==> config.mk <==
export PLATFORM = sky130hd
export DESIGN_NAME = pc_stack_unit
export DESIGN_NICKNAME = d
export VERILOG_FILES = /design/src/rtl/pc_stack_unit.sv
export SDC_FILE = /design/constraint.sdc
export NUM_CORES = 1
export LEC_CHECK = 0
export CORE_UTILIZATION = 35
export DETAILED_ROUTE_END_ITERATION = 8
export SLEW_MARGIN = 20
export SYNTH_ARGS = -nofsm -noshare
export SYNTH_HDL_FRONTEND = slang
export SYNTH_SLANG_ARGS = --single-unit
==> constraint.sdc <==
create_clock -name clk -period 3.45 [get_ports clk]
set_input_delay 0.69 -clock clk [delete_from_list [all_inputs] [get_ports clk]]
set_output_delay 0.69 -clock clk [all_outputs]
set_load 0.01 [all_outputs]
==> src/rtl/pc_stack_unit.sv <==
// Program-counter unit with increment, absolute jump, signed relative branch,
// and a LIFO hardware call/return stack with sticky overflow/underflow flags.
module pc_stack_unit #(
    parameter int PC_WIDTH    = 8,
    parameter int OFF_WIDTH   = 8,
    parameter int STACK_DEPTH = 4
) (
    input  logic                               clk,
    input  logic                               res_n,
    input  logic                               stall,
    input  logic                               wr_en,
    input  logic                               branch,
    input  logic                               call,
    input  logic                               ret,
    input  logic [PC_WIDTH-1:0]                counteradress,
    input  logic [OFF_WIDTH-1:0]               offset,
    input  logic                               clr_err,
    output logic [PC_WIDTH-1:0]                pc,
    output logic                               stack_empty,
    output logic                               stack_full,
    output logic [$clog2(STACK_DEPTH+1)-1:0]   depth,
    output logic                               ovf_err,
    output logic                               unf_err
);

    localparam int DW = $clog2(STACK_DEPTH + 1);
    localparam int AW = (STACK_DEPTH > 1) ? $clog2(STACK_DEPTH) : 1;
    localparam logic [DW-1:0] DEPTH_MAX = DW'(STACK_DEPTH);

    logic [PC_WIDTH-1:0] r_pc;
    logic [DW-1:0]       r_depth;
    logic                r_ovf;
    logic                r_unf;
    logic [PC_WIDTH-1:0] r_stack [STACK_DEPTH];

    logic [PC_WIDTH-1:0] w_pc_inc;
    logic [PC_WIDTH-1:0] w_off_ext;
    logic [PC_WIDTH-1:0] w_pc_branch;
    logic [AW-1:0]       w_top_idx;
    logic [AW-1:0]       w_push_idx;
    logic [PC_WIDTH-1:0] w_top;
    logic                w_empty;
    logic                w_full;

    logic [PC_WIDTH-1:0] w_pc_next;
    logic [DW-1:0]       w_depth_next;
    logic                w_ovf_next;
    logic                w_unf_next;
    logic                w_push;

    // Sign-extend the offset to the PC width, or truncate it when wider.
    generate
        if (OFF_WIDTH >= PC_WIDTH) begin : g_off_trunc
            assign w_off_ext = offset[PC_WIDTH-1:0];
        end else begin : g_off_sext
            assign w_off_ext = {{(PC_WIDTH-OFF_WIDTH){offset[OFF_WIDTH-1]}}, offset};
        end
    endgenerate

    assign w_pc_inc    = r_pc + PC_WIDTH'(1);
    assign w_pc_branch = r_pc + w_off_ext;
    assign w_empty     = (r_depth == '0);
    assign w_full      = (r_depth == DEPTH_MAX);

    // The registered depth doubles as the stack pointer: next free slot.
    assign w_push_idx = AW'(r_depth);
    assign w_top_idx  = AW'(r_depth - DW'(1));
    assign w_top      = r_stack[w_top_idx];

    always_comb begin
        w_pc_next    = r_pc;
        w_depth_next = r_depth;
        w_ovf_next   = r_ovf;
        w_unf_next   = r_unf;
        w_push       = 1'b0;
        if (!stall) begin
            if (clr_err) begin
                w_ovf_next = 1'b0;
                w_unf_next = 1'b0;
            end
            if (ret) begin
                if (!w_empty) begin
                    w_pc_next    = w_top;
                    w_depth_next = r_depth - DW'(1);
                end else begin
                    w_pc_next  = w_pc_inc;
                    w_unf_next = 1'b1;
                end
            end else if (call) begin
                if (!w_full) begin
                    w_push       = 1'b1;
                    w_pc_next    = counteradress;
                    w_depth_next = r_depth + DW'(1);
                end else begin
                    w_pc_next  = w_pc_inc;
                    w_ovf_next = 1'b1;
                end
            end else if (wr_en) begin
                w_pc_next = counteradress;
            end else if (branch) begin
                w_pc_next = w_pc_branch;
            end else begin
                w_pc_next = w_pc_inc;
            end
        end
    end

    always_ff @(posedge clk or negedge res_n) begin
        if (!res_n) begin
            r_pc    <= '0;
            r_depth <= '0;
            r_ovf   <= 1'b0;
            r_unf   <= 1'b0;
        end else begin
            r_pc    <= w_pc_next;
            r_depth <= w_depth_next;
            r_ovf   <= w_ovf_next;
            r_unf   <= w_unf_next;
        end
    end

    // Entry contents carry no reset; only the depth decides what is valid.
    always_ff @(posedge clk) begin
        if (w_push) begin
            r_stack[w_push_idx] <= w_pc_inc;
        end
    end

    assign pc          = r_pc;
    assign depth       = r_depth;
    assign stack_empty = w_empty;
    assign stack_full  = w_full;
    assign ovf_err     = r_ovf;
    assign unf_err     = r_unf;

endmodule

==> metrics.md, run 1 <==
| Metric | Value |
|---|---|
| Hold buffer count at CTS | 0 |
| Most frequent cells in the layout | clkdlybuf4s50_1 (38), edfxtp_1 (32), nand2_1 (23) |
| Power density over cell area | 806 nW/um2 |
| Total gr overflow | 0 |
| Crit path max fanout | 12 |
| CP Data Arrival Time | 2.10 ns |
| Tmin final | 2.79 ns |
| Detailed Place HPWL | 4720 um |
| Critical Path End Type | output port |
| Worst Path Class, Setup | flip-flop to output port |
| Gpl congestion | approximately 0.8 |
| Synthesis Warnings | 0 |
| Gr usage total | 16.7% |
| Slew Viols, Final | 0 |
| Initial Util | 36.5% |
| CTS Sinks | between 40 and 50 |
| Synth Instances | 234 |
| Peak supply drop | 0.251 mV |
| Cts bufs inserted | 5 |
| Critical Path Start Type | flip-flop |
| Final setup fails | 0 |
| Crit-path slowest cell | clkdlybuf4s50_1 |
| RSZ-0062 raised after global routing | false |
| Worst skew pair latency | 0.30 ns |
| Synth Cell Area | 2680 um2 |
| Worst Hold Class | flip-flop to flip-flop |
| WHS | 0.511 ns |
| Nets | roughly 310 |
| Reg2reg path depth | 5 |
| Die Span Y | 89.5 um |
| WL/cell | about 17 um |
| Die area | 8000 um2 |
| Status | complete, no violations |
| Register area share after synthesis | 48.0% |
| Cts repair resizes | 0 |
| IO Pins | 39 |
| F_max | about 360 MHz |
| Primary FF master, synth | edfxtp_1 |
| Reg clk slew, reported paths | 0.09 ns |
| Post-DRT Antenna Nets | 0 |
| Via count | 1973 |
| Pin count of the biggest net entering global routing | 17 |
| H-tree depth | 2 |
| Number of enable flip-flop cells after synthesis | 32 |
| Fin crit share | 80.9% |
| Post-CTS Repair Setup Buffers | 0 |
| Drt total wl | 6210 um |
| # DRC | 0 |
| Vias in the first global route | 1965 |
| Antenna violations before repair | 0 |
| Share of cells above drive strength 1 | between 10 and 15% |
| Port bufs | 38 |
| First-pass GRT wire length | 9780 um |
| CTS tree | done |
| Syn nets | 273 |
| Fraction of registers with async set/reset | 28.9% |
| Via density | 5.28 |
| Syn avg cell area | 11.4 um2 |
| N_diodes | 0 |
| Hold Vio Cnt, Final | 0 |
| Detailed Route Iter0 Violations | 66 |
| Clock Tree Root | clkbuf_8 |
| Worst slew pin tran | approximately 0.71 ns |
| Clock skew | 0.0147 ns |
| Maximum root-to-sink buffer count | 2 |
| P_leak | approximately 1.2 nW |
| Yosys cell types | 57 |
| Headroom to the max-slew limit | 52.3% |
| Max_cap viols | 0 |
| CP max stage delay | 0.62 ns |
| Drt first pass iters | 4 |
| Most common cell after layout, fill and taps aside | clkdlybuf4s50_1 |
| Critical-path cell list | inv_1 > ha_1 > ha_1 > clkdlybuf4s50_1 |
| Crit-path most repeated cell | ha_1 |
| CP required | 2.76 ns |
| Fillers | approximately 680 |
| Setup TNS | 0 ns |
| Width of the die | 89.5 um |
| FP Rows | 31 |
| Area Growth Syn to Fin | 22.5% |
| Register bit total from synthesis | 45 |
| Core area | 7330 um2 |
| Hold Path Depth | 2 |
metrics by stage:
stage | utilization, % | total power [mW] | setup slack (ns) | cells | cell area, um2
after floorplan | - | 1.79 | 1.20 | 234 | 2680
after global placement | 43.2 | 2.25 | 0.693 | 366 | 3160
after detailed placement | 43.2 | 2.26 | 0.662 | 366 | 3160
after CTS | 44.7 | 2.66 | 0.655 | 374 | 3280
after global routing | 44.7 | 2.83 | 0.504 | 374 | 3280
final | 44.7 | 2.64 | 0.658 | 374 | 3280
flip-flops by register name, indices dropped and copies added (netlist names):
register and count:
r_stack 32, pc 8, depth 3, ovf_err 1
unf_err 1
synth_stat cells (3+ instances only):
master,instances,area (um2)
edfxtp_1,32,961
o21ai_1,5,25.0
mux2i_1,3,30.0
clkbuf_1,3,11.3
buf_2,4,20.0
nand2b_1,3,18.8
nand2_1,23,86.3
inv_1,12,45.0
a221oi_1,3,26.3
and2_1,5,31.3
mux4_2,8,180
nor2b_1,3,18.8
ha_1,14,175
a22oi_1,3,22.5
a31oi_1,5,31.3
xor2_1,5,43.8
o21ai_0,9,45.0
o22ai_1,4,25.0
a21oi_1,12,60.1
nor2_1,14,52.6
nand3_1,3,15.0
xnor2_1,6,52.6
dfrtp_1,13,325
cell families after synthesis:
group                      synth area share [%]
AOI/OAI and AO/OA                          17.1
xor gates and xnor gates                   3.60
adders and majority gates                  7.29
buffers and inverters                      3.60
DFF                                        48.0
muxes                                      8.69
and+or+nand+nor                            11.7
power by group:
group	switching (mW)	leakage (nW)	internal, mW
sequential	0.127	0.444	0.756
clock	0.190	0.0543	0.217
combinational	0.722	0.720	0.631
critical path: cells and delay by family, from the launching register on:
kind,cells,cell delay (ns)
buffers and inverters,2,0.73
DFF,1,0.43
adders and majority gates,2,0.64
worst paths after layout:
path / end / startpoint / slack (ns)
worst max-delay path: stack_full / depth[1] / 0.66
worst min-delay path: ovf_err / ovf_err / 0.51
worst max register to register: r_stack[3][4] / depth[1] / 1.15
worst min register to register: ovf_err / ovf_err / 0.51
max in group asynchronous: pc[0] / res_n / 2.19
min in group asynchronous: unf_err / res_n / 0.81
metal layers:
metal	GRT usage (%)	wire, um
met1	21.1	2800
met2	29.4	3060
met3	2.59	267
met4	4.91	85
met5	0	0
layout make-up:
type                       count  area, um2  area share, %
clock buffer                   5       68.8           2.10
clock inverter                 3       46.3           1.41
inverter                      13       48.8           1.49
multi-input combinational    167       1290           39.5
sequential                    45       1290           39.2
tap                           99        124           3.78
timing repair buffer          42        410           12.5
Power figures use the tool's default switching activity.
==> inputs of run 2 (changes only) <==
==> constraint.sdc (replaced) <==
create_clock -name clk -period 2.7 [get_ports clk]
set_input_delay 0.54 -clock clk [delete_from_list [all_inputs] [get_ports clk]]
set_output_delay 0.54 -clock clk [all_outputs]
set_load 0.01 [all_outputs]
==> metrics.md, run 2 (synthesis results as in run 1) <==
| Metric | Value |
|---|---|
| Power consumption | 3.40 mW (+29%) |
| Via density | 5.25 (-0.56%) |
| Critical Path Start Type | flip-flop |
| Cts repair resizes | 0 (unchanged) |
| Area Growth Syn to Fin | 24.6% |
| P_leak | 1.26 nW (+3.7%) |
| First-pass GRT wire length | 10100 um (+3.0%) |
| Worst skew pair latency | 0.30 ns (about the same) |
| RSZ-0062 raised after global routing | false |
| WL/cell | 16.6 um (-0.15%) |
| Die area | 8000 um2 (unchanged) |
| Clock Tree Root | clkbuf_8 |
| Core area | 7330 um2 (unchanged) |
| Hold buffer count at CTS | 0 (unchanged) |
| Setup TNS | 0 ns (unchanged) |
| Cell Count, Final, Fillers Out | 382 (+2.1%) |
| Crit path max fanout | 4 (-8) |
| DP Area | 3220 um2 (+1.9%) |
| Die Span Y | 89.5 um (unchanged) |
| FP Rows | 31 (unchanged) |
| Power density over cell area | 1020 nW/um2 (+27%) |
| Gr usage total | 17.3% (+0.61 points) |
| Via count | 2004 (+1.6%) |
| Port bufs | 38 (unchanged) |
| Post-DRT Antenna Nets | 0 (unchanged) |
| Antenna violations before repair | 0 (unchanged) |
| Fin crit share | approximately 88% |
| Clock skew | 0.00568 ns (-0.00898 ns) |
| Cts bufs inserted | 5 (unchanged) |
| Reg2Reg Setup Slack | 0.57 ns (-0.58 ns) |
| Most frequent cells in the layout | clkdlybuf4s50_1 (38), edfxtp_1 (32), nand2_1 (23) |
| Critical-path cell list | inv_1 > ha_1 > ha_1 > clkdlybuf4s50_1 |
| Detailed Place HPWL | 4770 um (+1.1%) |
| Peak supply drop | 0.254 mV (+1.2%) |
| Crit-path most repeated cell | ha_1 |
| WHS | 0.499 ns (-0.0126 ns) |
| Width of the die | 89.5 um (unchanged) |
| Max_cap viols | 0 (unchanged) |
| Initial Util | 36.5% (unchanged) |
| Placed insts | 374 (+2.2%) |
| CTS tree | done |
| Reg clk slew, reported paths | 0.09 ns (about the same) |
| Most common cell after layout, fill and taps aside | clkdlybuf4s50_1 |
| Fin area | 3340 um2 (+1.8%) |
| Crit-path slowest cell | clkdlybuf4s50_1 |
| # DRC | 0 (unchanged) |
| H-tree depth | 2 (unchanged) |
| N_diodes | 0 (unchanged) |
| Post-CTS Repair Setup Buffers | 0 (unchanged) |
| IO Pins | 39 (unchanged) |
| Tmin final | between 2 and 2.5 ns |
| Worst Hold Class | flip-flop to flip-flop |
| Total gr overflow | 0 (unchanged) |
| Headroom to the max-slew limit | 54.4% (+2.1 points) |
| Worst Path Class, Setup | flip-flop to output port |
| Drt total wl | 6330 um (+2.0%) |
| Detailed Route Iter0 Violations | 42 (-36%) |
| Fillers | 679 (+0.15%) |
| Slew Viols, Final | 0 (unchanged) |
| Pin count of the biggest net entering global routing | 17 (unchanged) |
| Share of cells above drive strength 1 | 13.8% (+2.5 points) |
| CTS Sinks | 45 (unchanged) |
| Drt first pass iters | 4 (unchanged) |
| Max FFs per register | 32 (unchanged) |
| Maximum root-to-sink buffer count | 2 (unchanged) |
| Gpl congestion | 0.780 (-0.28%) |
| CP Data Arrival Time | 1.84 ns (-0.26 ns) |
| Final setup fails | 0 (unchanged) |
| CP max stage delay | 0.56 ns (-0.06 ns) |
| Hold Vio Cnt, Final | 0 (unchanged) |
| CP required | 2.16 ns (-0.60 ns) |
| Worst slew pin tran | 0.682 ns (-0.0315 ns) |
| Nets | 321 (+2.6%) |
| F_max | 421 MHz |
| Most flops, register | r_stack |
| Status | complete, no violations |
| Critical Path End Type | output port |
| Vias in the first global route | 2034 (+3.5%) |
run 2: layout make-up:
class                   instances  area, um2  area share (%)
clock buffers                   5       68.8            2.06
clock inverters                 3       43.8            1.31
inverters                      13       48.8            1.46
multi-input cells             167       1290            38.8
flip-flops and latches         45       1290            38.5
well taps                      99        124            3.71
repair buffers                 50        470            14.1
run 2: through the flow:
stage	util, %	setup slack (ns)
floorplan	-	0.454
global placement	44.0	0.0980
detailed placement	44.0	-0.00152
CTS	45.5	0.283
global route	45.5	0.211
finish	45.5	0.324
run 2: path summary, 6_finish.rpt:
path	depth (start not counted)	from	endpoint
max reg2reg	7	depth[1]	r_stack[3][2]
min reg2reg	2	ovf_err	ovf_err
min	2	ovf_err	ovf_err
max in group asynchronous	1	res_n	depth[1]
max	4	depth[1]	stack_empty
min in group asynchronous	1	res_n	unf_err
run 2: critical path, delay by kind of cell (launching register included):
kind       cells  cell delay (ns)
fa+ha+maj      2             0.45
buf+inv        2             0.67
flops          1             0.42
run 2: power by group:
part / switching, mW / total [mW] / internal, mW
Combinational: 0.946 / 1.78 / 0.834
Clock: 0.240 / 0.518 / 0.278
Sequential: 0.141 / 1.11 / 0.966
run 2: layer usage:
layer | up-vias | part of all wire, % | GRT usage, %
met3 | 6 | 4.0 | 2.86
li1 | 982 | - | -
met1 | 967 | 44 | 21.2
met4 | 0 | 1.3 | 5.48
met2 | 49 | 51 | 31.0
met5 | - | 0 | 0
